[src/rtl/arith_pkg.sv]
// Shared types and widths for the arith_unit sequencer/arbiter.
package arith_pkg;
   localparam int OPW  = 3;
   localparam int DW   = 16;
   localparam int RW   = 32;
   localparam int NREQ = 2;

   typedef enum logic [1:0] {
      IDLE = 2'd0,
      EXEC = 2'd1,
      RESP = 2'd2
   } state_t;
endpackage

[src/rtl/arith_arbiter_rr_arb2.sv]
// Combinational 2-way round-robin grant; the side not granted last wins a tie.
module rr_arb2
   import arith_pkg::*;
(
   input  logic [NREQ-1:0] req_valid,
   input  logic            last_grant,
   output logic [NREQ-1:0] grant,
   output logic            gidx
);
   always_comb begin
      gidx = 1'b0;
      if (&req_valid) gidx = ~last_grant;
      else if (req_valid[1]) gidx = 1'b1;
      grant = '0;
      if (|req_valid) grant = gidx ? 2'b10 : 2'b01;
   end
endmodule

[src/rtl/arith_arbiter.sv]
// Shares one combinational arith_unit between two valid/ready requesters,
// holding operands for EXEC_CYCLES before capturing and returning the result.
module arith_arbiter
   import arith_pkg::*;
#(
   parameter int EXEC_CYCLES = 1,
   parameter int CNT_W       = 16
) (
   input  logic                     clk,
   input  logic                     rst_n,
   input  logic [NREQ-1:0]          req_valid,
   output logic [NREQ-1:0]          req_ready,
   input  logic [NREQ-1:0][DW-1:0]  req_a,
   input  logic [NREQ-1:0][DW-1:0]  req_b,
   input  logic [NREQ-1:0][OPW-1:0] req_op,
   output logic [NREQ-1:0]          resp_valid,
   input  logic [NREQ-1:0]          resp_ready,
   output logic [RW-1:0]            resp_data,
   output logic [DW-1:0]            au_in_a,
   output logic [DW-1:0]            au_in_b,
   output logic [OPW-1:0]           au_opcode,
   input  logic [RW-1:0]            au_out_arith,
   output logic                     busy,
   output logic [CNT_W-1:0]         ops_done
);
   state_t          state, state_nxt;
   logic            owner, last_grant, gidx;
   logic [NREQ-1:0] grant;
   logic [3:0]      exec_cnt;
   logic            hs_req, hs_resp;

   rr_arb2 u_arb (
      .req_valid  (req_valid),
      .last_grant (last_grant),
      .grant      (grant),
      .gidx       (gidx)
   );

   assign req_ready = (state == IDLE) ? grant : '0;
   assign hs_req    = |(req_valid & req_ready);
   assign hs_resp   = |(resp_valid & resp_ready);
   assign busy      = (state != IDLE);

   always_ff @(posedge clk or negedge rst_n) begin
      if (!rst_n) state <= IDLE;
      else        state <= state_nxt;
   end

   always_comb begin
      state_nxt = state;
      case (state)
         IDLE:    if (hs_req) state_nxt = EXEC;
         EXEC:    if (exec_cnt == '0) state_nxt = RESP;
         RESP:    if (hs_resp) state_nxt = IDLE;
         default: state_nxt = IDLE;
      endcase
   end

   // au_* only load on a request handshake so the shared unit sees no toggling while idle.
   always_ff @(posedge clk or negedge rst_n) begin
      if (!rst_n) begin
         au_in_a    <= '0;
         au_in_b    <= '0;
         au_opcode  <= '0;
         owner      <= 1'b0;
         last_grant <= 1'b1;
         exec_cnt   <= '0;
         resp_data  <= '0;
         resp_valid <= '0;
         ops_done   <= '0;
      end else begin
         case (state)
            IDLE: if (hs_req) begin
               au_in_a    <= req_a[gidx];
               au_in_b    <= req_b[gidx];
               au_opcode  <= req_op[gidx];
               owner      <= gidx;
               last_grant <= gidx;
               exec_cnt   <= 4'(EXEC_CYCLES - 1);
            end
            EXEC: if (exec_cnt == '0) begin
               resp_data  <= au_out_arith;
               resp_valid <= owner ? 2'b10 : 2'b01;
            end else begin
               exec_cnt <= exec_cnt - 4'd1;
            end
            RESP: if (hs_resp) begin
               resp_valid <= '0;
               if (ops_done != {CNT_W{1'b1}}) ops_done <= ops_done + 1'b1;
            end
            default: ;
         endcase
      end
   end
endmodule

[config.mk]
export PLATFORM = sky130hd
export DESIGN_NAME = arith_arbiter
export DESIGN_NICKNAME = d
export VERILOG_FILES = /design/src/rtl/arith_pkg.sv /design/src/rtl/arith_arbiter_rr_arb2.sv /design/src/rtl/arith_arbiter.sv
export SDC_FILE = /design/constraint.sdc
export NUM_CORES = 1
export LEC_CHECK = 0
export ABC_AREA = 1
export CAP_MARGIN = 20
export CORE_ASPECT_RATIO = 2
export CORE_MARGIN = 3
export CORE_UTILIZATION = 45
export DETAILED_ROUTE_END_ITERATION = 16
export GPL_TIMING_DRIVEN = 1
export PLACE_DENSITY = 0.86
export SLEW_MARGIN = 10
export SYNTH_ARGS = -nofsm -noshare
export SYNTH_HDL_FRONTEND = slang
export SYNTH_SLANG_ARGS = --single-unit
[constraint.sdc]
create_clock -name clk -period 2.61 [get_ports clk]
set_clock_uncertainty 0.1 [all_clocks]
set_input_delay 0.522 -clock clk [delete_from_list [all_inputs] [get_ports clk]]
set_output_delay 0.522 -clock clk [all_outputs]
set_load 0.01 [all_outputs]
* Word-level counts from Yosys, hierarchy flattened *
Cells that the tools add are included.

storage, ports and cells
  bits in registers = 93

operators by class
  reductions and logical operators = 15
  order comparisons = 1
  equality and inequality tests = 7
  add/subtract/negate cells = 2
  mux-type cells = 21
  bitwise operators = 3

operators with widths
  operator                                                                      count
  16-bit 2-to-1 mux                                                             4
  16-bit by 1-bit adder with 16-bit output, second input constant               1
  2-bit 2-to-1 mux                                                              8
  16-bit inequality test, second input constant                                 1
  3-bit AND reduction                                                           4
  4-bit 2-to-1 mux                                                              2
  2-bit inequality test, second input constant                                  4
  4-bit one-hot mux with 2 select lines                                         1
  3-bit 2-to-1 mux                                                              2
  2-bit one-hot mux with 3 select lines                                         1
  2-bit AND reduction                                                           3
  2-bit nonzero test                                                            3
  2-bit OR reduction                                                            3
  2-bit bitwise AND                                                             2
  4-bit logical NOT                                                             1
  2-bit one-hot mux with 2 select lines                                         1
  4-bit by 1-bit subtractor with 4-bit output, second input constant            1
  2-bit by 1-bit equality test with 1-bit output, second input constant         1
  2-bit equality test, second input constant                                    1
  2-bit logical NOT                                                             1
  1-bit by 2-bit less-than comparator with 1-bit output, second input constant  1
  1-bit 2-to-1 mux                                                              2
  1-bit NOT                                                                     1

* Logic depth before layout (Yosys ltp) *
  depth in word-level cells = 9
  depth in mapped cells = 9
  depth with buffers taken out = 9

* Modules after synthesis *
A second synthesis with hierarchy kept.

second synthesis, totals
  cells, all modules = 538
  area total of the unflattened synthesis = 4481.8 µm²

by module, submodules not included
  module         cells an instance  sequential area each (µm²)  area an instance (µm²)  instances
  arith_arbiter  532                2328.5                      4456.8                  1
  rr_arb2        6                  0.0                         25.0                    1

* Worst setup path after synthesis *
No wires, ideal clock.

  kind = input to output
  from = input req_valid[1]
  to = output req_ready[0]
  required time = 1.988 ns
  path buffers = 1
  cell stages on the path = 3
  arrival = 1.176 ns
  path slack = 0.812 ns
  cell sequence = o21ai_1 > clkbuf_1 > nor2_1

on the way
  cells in the longest elaborated chain, start to end = 5
  elaborated cells between the ends (all ways) = 7

ends and longest elaborated chain
  item                                                            RTL line                                                  source
  start: declaration                                              arith_arbiter.sv:11                                       input logic [NREQ-1:0] req_valid,
  1-bit 2-to-1 mux / 2-bit AND reduction (equally long branches)  arith_arbiter_rr_arb2.sv:13, arith_arbiter_rr_arb2.sv:12
  1-bit 2-to-1 mux                                                arith_arbiter_rr_arb2.sv:12                               if (&req_valid) gidx = ~last_grant;
  2-bit 2-to-1 mux                                                arith_arbiter_rr_arb2.sv:15                               if (|req_valid) grant = gidx ? 2'b10 : 2'b01;
  2-bit 2-to-1 mux (*)                                            arith_arbiter_rr_arb2.sv:15
  2-bit 2-to-1 mux (*)                                            arith_arbiter.sv:39                                       assign req_ready = (state == IDLE) ? grant : '0;
  end: declaration                                                arith_arbiter.sv:12                                       output logic [NREQ-1:0] req_ready,

Every way passes the cells marked *; elsewhere a longest branch is shown, timed or not.

* Final worst setup path *
  from = input req_valid[1]
  to = output req_ready[1]

Same word-level chain as after synthesis.

==> summary.md <==
OpenSTA, run right after detailed placement, puts the worst setup slack at 70.9 ps. The share of final-layout standard cells stronger than drive strength 1 is 5.22%, and the overall power is 6900 µW. The repair_antennas step left the layout with diodes totalling 0. The number of global-route vias before repair was 4295.

For the number of endpoints with negative hold slack in the final report, the log shows 0. The first routing iteration left 155 violations. Detailed routing placed a total of 773 µm of wire on met3.

Internal reg-to-reg setup slack: 550 ps. For the worst setup path, the data required time is 1990 ps. The number of clock sinks came out at 93. The normalized max-slew margin was 66.5%. The worst hold path belongs to the class in -> async. In this run the clock root is driven by a sky130_fd_sc_hd__clkbuf_16.

Largest area contributor in the synthesized netlist: sky130_fd_sc_hd__dfrtp_1. The top cell type by area accounts for 54.3% of the synthesized area. The run gives 0 as the remaining global-route overflow. In the post-synthesis netlist, the biggest area contributors are sky130_fd_sc_hd__dfrtp_1, sky130_fd_sc_hd__nand2_1, sky130_fd_sc_hd__o21ai_0. Hold repair after CTS inserted 0 buffers. The final core area utilization was 72.5%; the half-perimeter wire length after placement was 9200 µm. Yosys instantiated no cell more often than sky130_fd_sc_hd__nand2_1. Each instance of the synthesized netlist takes up on average 7.97 µm². Net switching is 36.6% of the power. In the synthesized netlist the async set-or-reset flop fraction comes to 100%. The logs give 0 for the number of synthesis warnings and 19700 µm for the global-route wire length before repair. The internal portion of total power is 4380 µW. The aggregate negative setup slack is 0 ps, and the number of distinct library cells after synthesis is 23.

For the slack of the critical path, the log shows 107 ps. Count of input and output buffers: 195. After synthesis, the most frequently instantiated cells are sky130_fd_sc_hd__nand2_1, sky130_fd_sc_hd__dfrtp_1, sky130_fd_sc_hd__nor2_1, sky130_fd_sc_hd__o21ai_0, sky130_fd_sc_hd__o21ai_1. The floorplan has 49 rows. The maximum cell stage delay along the critical path works out to 570 ps. Counting flops and latches in the post-synthesis netlist gives 93. Routed signal wires occupy layers up through met4. Walking the worst path, the cells encountered are clkdlybuf4s50_1 -> nand2_2 -> nor2_1 -> clkdlybuf4s50_1. The post-synthesis net count was 643; the cell area after technology mapping was 0.00424 mm². The detail route stage leaves a number of antenna-violating nets equal to 0.

In this run the power spent charging and discharging nets is 2520 µW. The total number of H-tree levels is 3. The leading register cell type out of synthesis was sky130_fd_sc_hd__dfrtp_1. The worst setup path is launched from an input pin. The maximum count of clock buffers along a single path was 2.

The total setup violations reported at the end of the flow is 0. The multi-input combinational cell area was 0.00171 mm²; the count of flip-flops with a built-in enable after synthesis was 0. Global routing used 23.8% of the available tracks. Summed over all nets, wire length on met2 after detailed routing comes to 6740 µm. Number of maximum-capacitance violations: 0. TritonCTS built the clock tree.

Summing over every cut layer, the via total after detailed routing is 4164. The run finished with clean final reports. At the later pin of the worst-skew pair, clock insertion delay measures 340 ps. For the pin with the worst max-slew slack, the measured transition is 502 ps. The run gives 0.000838 V as the maximum vdd ir drop. The worst setup path is captured at a primary output. The routed length on met1 was 4540 µm. The classification of the worst setup path is in -> out. For this design, the slowest cell found on the critical path is sky130_fd_sc_hd__clkdlybuf4s50_1.

The tools report the effective utilization at floorplan as 46.7%. Registers are responsible for 35.2% of the overall power. The number of buffers inserted during clock tree synthesis is 9, and the part of the power in combinational logic is 45.7%. The top fanout value on the critical path is 4, and the length of the first detailed-routing pass in iterations is 4. Dividing total power by cell area gives a power density of 1050 mW/mm². The layout has 700 filler cells. The final critical path takes up 95.9% of the cycle. The chip width came out at 74.6 µm. After detailed routing, the number of remaining DRC violations is 0.

During I/O placement, the number of pins put on the boundary was 196. The routed design could run at a clock period as short as 2500 ps. The count of pins over their slew limit was 0. After clock tree synthesis, the clock-pin slew on the worst setup and hold paths is 70 ps. For this run, the top clock speed supported by timing is 399 MHz. In this run the static leakage power is 0.00304 µW. Summing all flip-flop and latch instances after layout gives 0.00233 mm². From synthesis to final layout, the design area changed by 55.2%. Measured along the y axis, the die boundary spans 143 µm. Per report_power, the clock group accounts for 19.1% of the total. The run gives 0.853 as the routability-driven placement congestion ratio.

The critical path's most frequent cell was sky130_fd_sc_hd__clkdlybuf4s50_1. Dividing the detail-routed wire length by the instance count gives 15.0 µm. The run gives 1880 ps as the arrival time at the worst endpoint. Setup repair after global routing left no endpoint under its margin. Synthesis handed over a netlist of 532 instances.

The run gives 12500 µm as the final wirelength. The logs give 834 for the net count of the finished layout and 0 for the number of antenna violations at the first check in global routing. Entering global routing, the biggest net connects 94 pins. Post-detailed-route via-to-cell ratio: 5.02. The core region is 0.00907 mm². Sequential elements use 54.9% of the synthesized area. The tools report the area of the die as 0.0107 mm².
==> stage by stage <==
step,area [µm²],cells,hold slack (ps)
floorplan,4240,532,126
global placement,6270,814,348
detailed placement,6270,814,364
CTS,6570,830,147
global route,6580,830,149
finish,6580,830,107
==> routing by layer <==
layer / vias to the layer above / GRT usage, %
met4: 0 / 11.1
met5: - / 0
met1: 1919 / 25.0
li1: 2054 / -
met3: 31 / 6.27
met2: 160 / 42.6
==> kinds of logic after synthesis <==
| logic type | count (synthesis) | synth area share, % |
|---|---|---|
| buffers and inverters | 46 | 4.69 |
| and+or+nand+nor | 300 | 27.9 |
| DFF | 93 | 54.9 |
| AOI/OAI and AO/OA | 83 | 10.2 |
| adders and majority gates | 3 | 0.886 |
| xor gates and xnor gates | 7 | 1.45 |
==> power by group through the flow <==
| stage | clock network [µW] | registers [µW] | logic (µW) |
|---|---|---|---|
| floorplan | 0 | 2660 | 1210 |
| global placement | 0 | 2410 | 3070 |
| detailed placement | 0 | 2440 | 3170 |
| CTS | 1350 | 2430 | 3200 |
| global route | 1410 | 2500 | 3480 |
| finish | 1320 | 2430 | 3150 |
==> placed cells by master, fill, tap and decap left out <==
master,n
sky130_fd_sc_hd__inv_6,3
sky130_fd_sc_hd__o21ai_4,1
sky130_fd_sc_hd__a21oi_1,1
sky130_fd_sc_hd__dfstp_2,1
sky130_fd_sc_hd__nand4_1,5
sky130_fd_sc_hd__nand3_2,2
sky130_fd_sc_hd__dlymetal6s2s_1,1
sky130_fd_sc_hd__buf_12,1
sky130_fd_sc_hd__inv_2,4
sky130_fd_sc_hd__dfrtp_1,92
sky130_fd_sc_hd__nand3_1,10
sky130_fd_sc_hd__xnor2_1,4
sky130_fd_sc_hd__a21oi_2,1
sky130_fd_sc_hd__buf_4,7
sky130_fd_sc_hd__clkinv_2,1
sky130_fd_sc_hd__clkbuf_16,9
sky130_fd_sc_hd__inv_1,20
sky130_fd_sc_hd__o21ai_2,1
sky130_fd_sc_hd__nor2_2,3
sky130_fd_sc_hd__clkinvlp_4,1
sky130_fd_sc_hd__clkdlybuf4s50_1,193
sky130_fd_sc_hd__nand2_1,222
sky130_fd_sc_hd__o21ai_1,31
sky130_fd_sc_hd__bufinv_16,1
sky130_fd_sc_hd__o21ai_0,48
sky130_fd_sc_hd__nor2_4,1
sky130_fd_sc_hd__xor2_1,3
sky130_fd_sc_hd__clkbuf_1,1
sky130_fd_sc_hd__nor2_1,56
sky130_fd_sc_hd__ha_1,3
sky130_fd_sc_hd__nand2_2,1
==> critical path: cells and delay by family <==
family,cells,cell delay [ps]
simple gates,2,280
buf+inv,2,1090
==> layout make-up <==
type                       instances  share of cell area (%)
clock buffer                      10                    3.48
inverter                          24                    1.37
multi-input combinational        393                    26.1
sequential                        93                    35.4
tap                              102                    1.94
timing repair buffer             202                    30.7
clock inverter                     6                    1.05
==> registers in the layout, indices dropped and copies added (netlist names) <==
name        cells
resp_valid      2
au_in_b        16
ops_done       16
state           2
exec_cnt        4
resp_data      32
au_opcode       3
last_grant      1
au_in_a        16
owner           1
==> what timing repair did <==
action	CTS	global route
endpoints found under the setup margin	0	1
endpoints found under the hold margin	0	0
buffers inserted	0	0
gates resized for setup	0	1
==> path summary, 6_finish.rpt <==
check                               from             to  depth (start not counted)
setup / recovery            req_valid[1]   req_ready[1]                          4
hold / removal                     rst_n     au_in_b[0]                          2
setup reg to reg                state[0]     au_in_b[6]                          6
hold reg to reg            resp_data[19]  resp_data[19]                          2
max in group asynchronous          rst_n    au_in_a[11]                          2
min in group clk           resp_data[19]  resp_data[19]                          2
No activity file was read; power rests on OpenSTA's default activity.
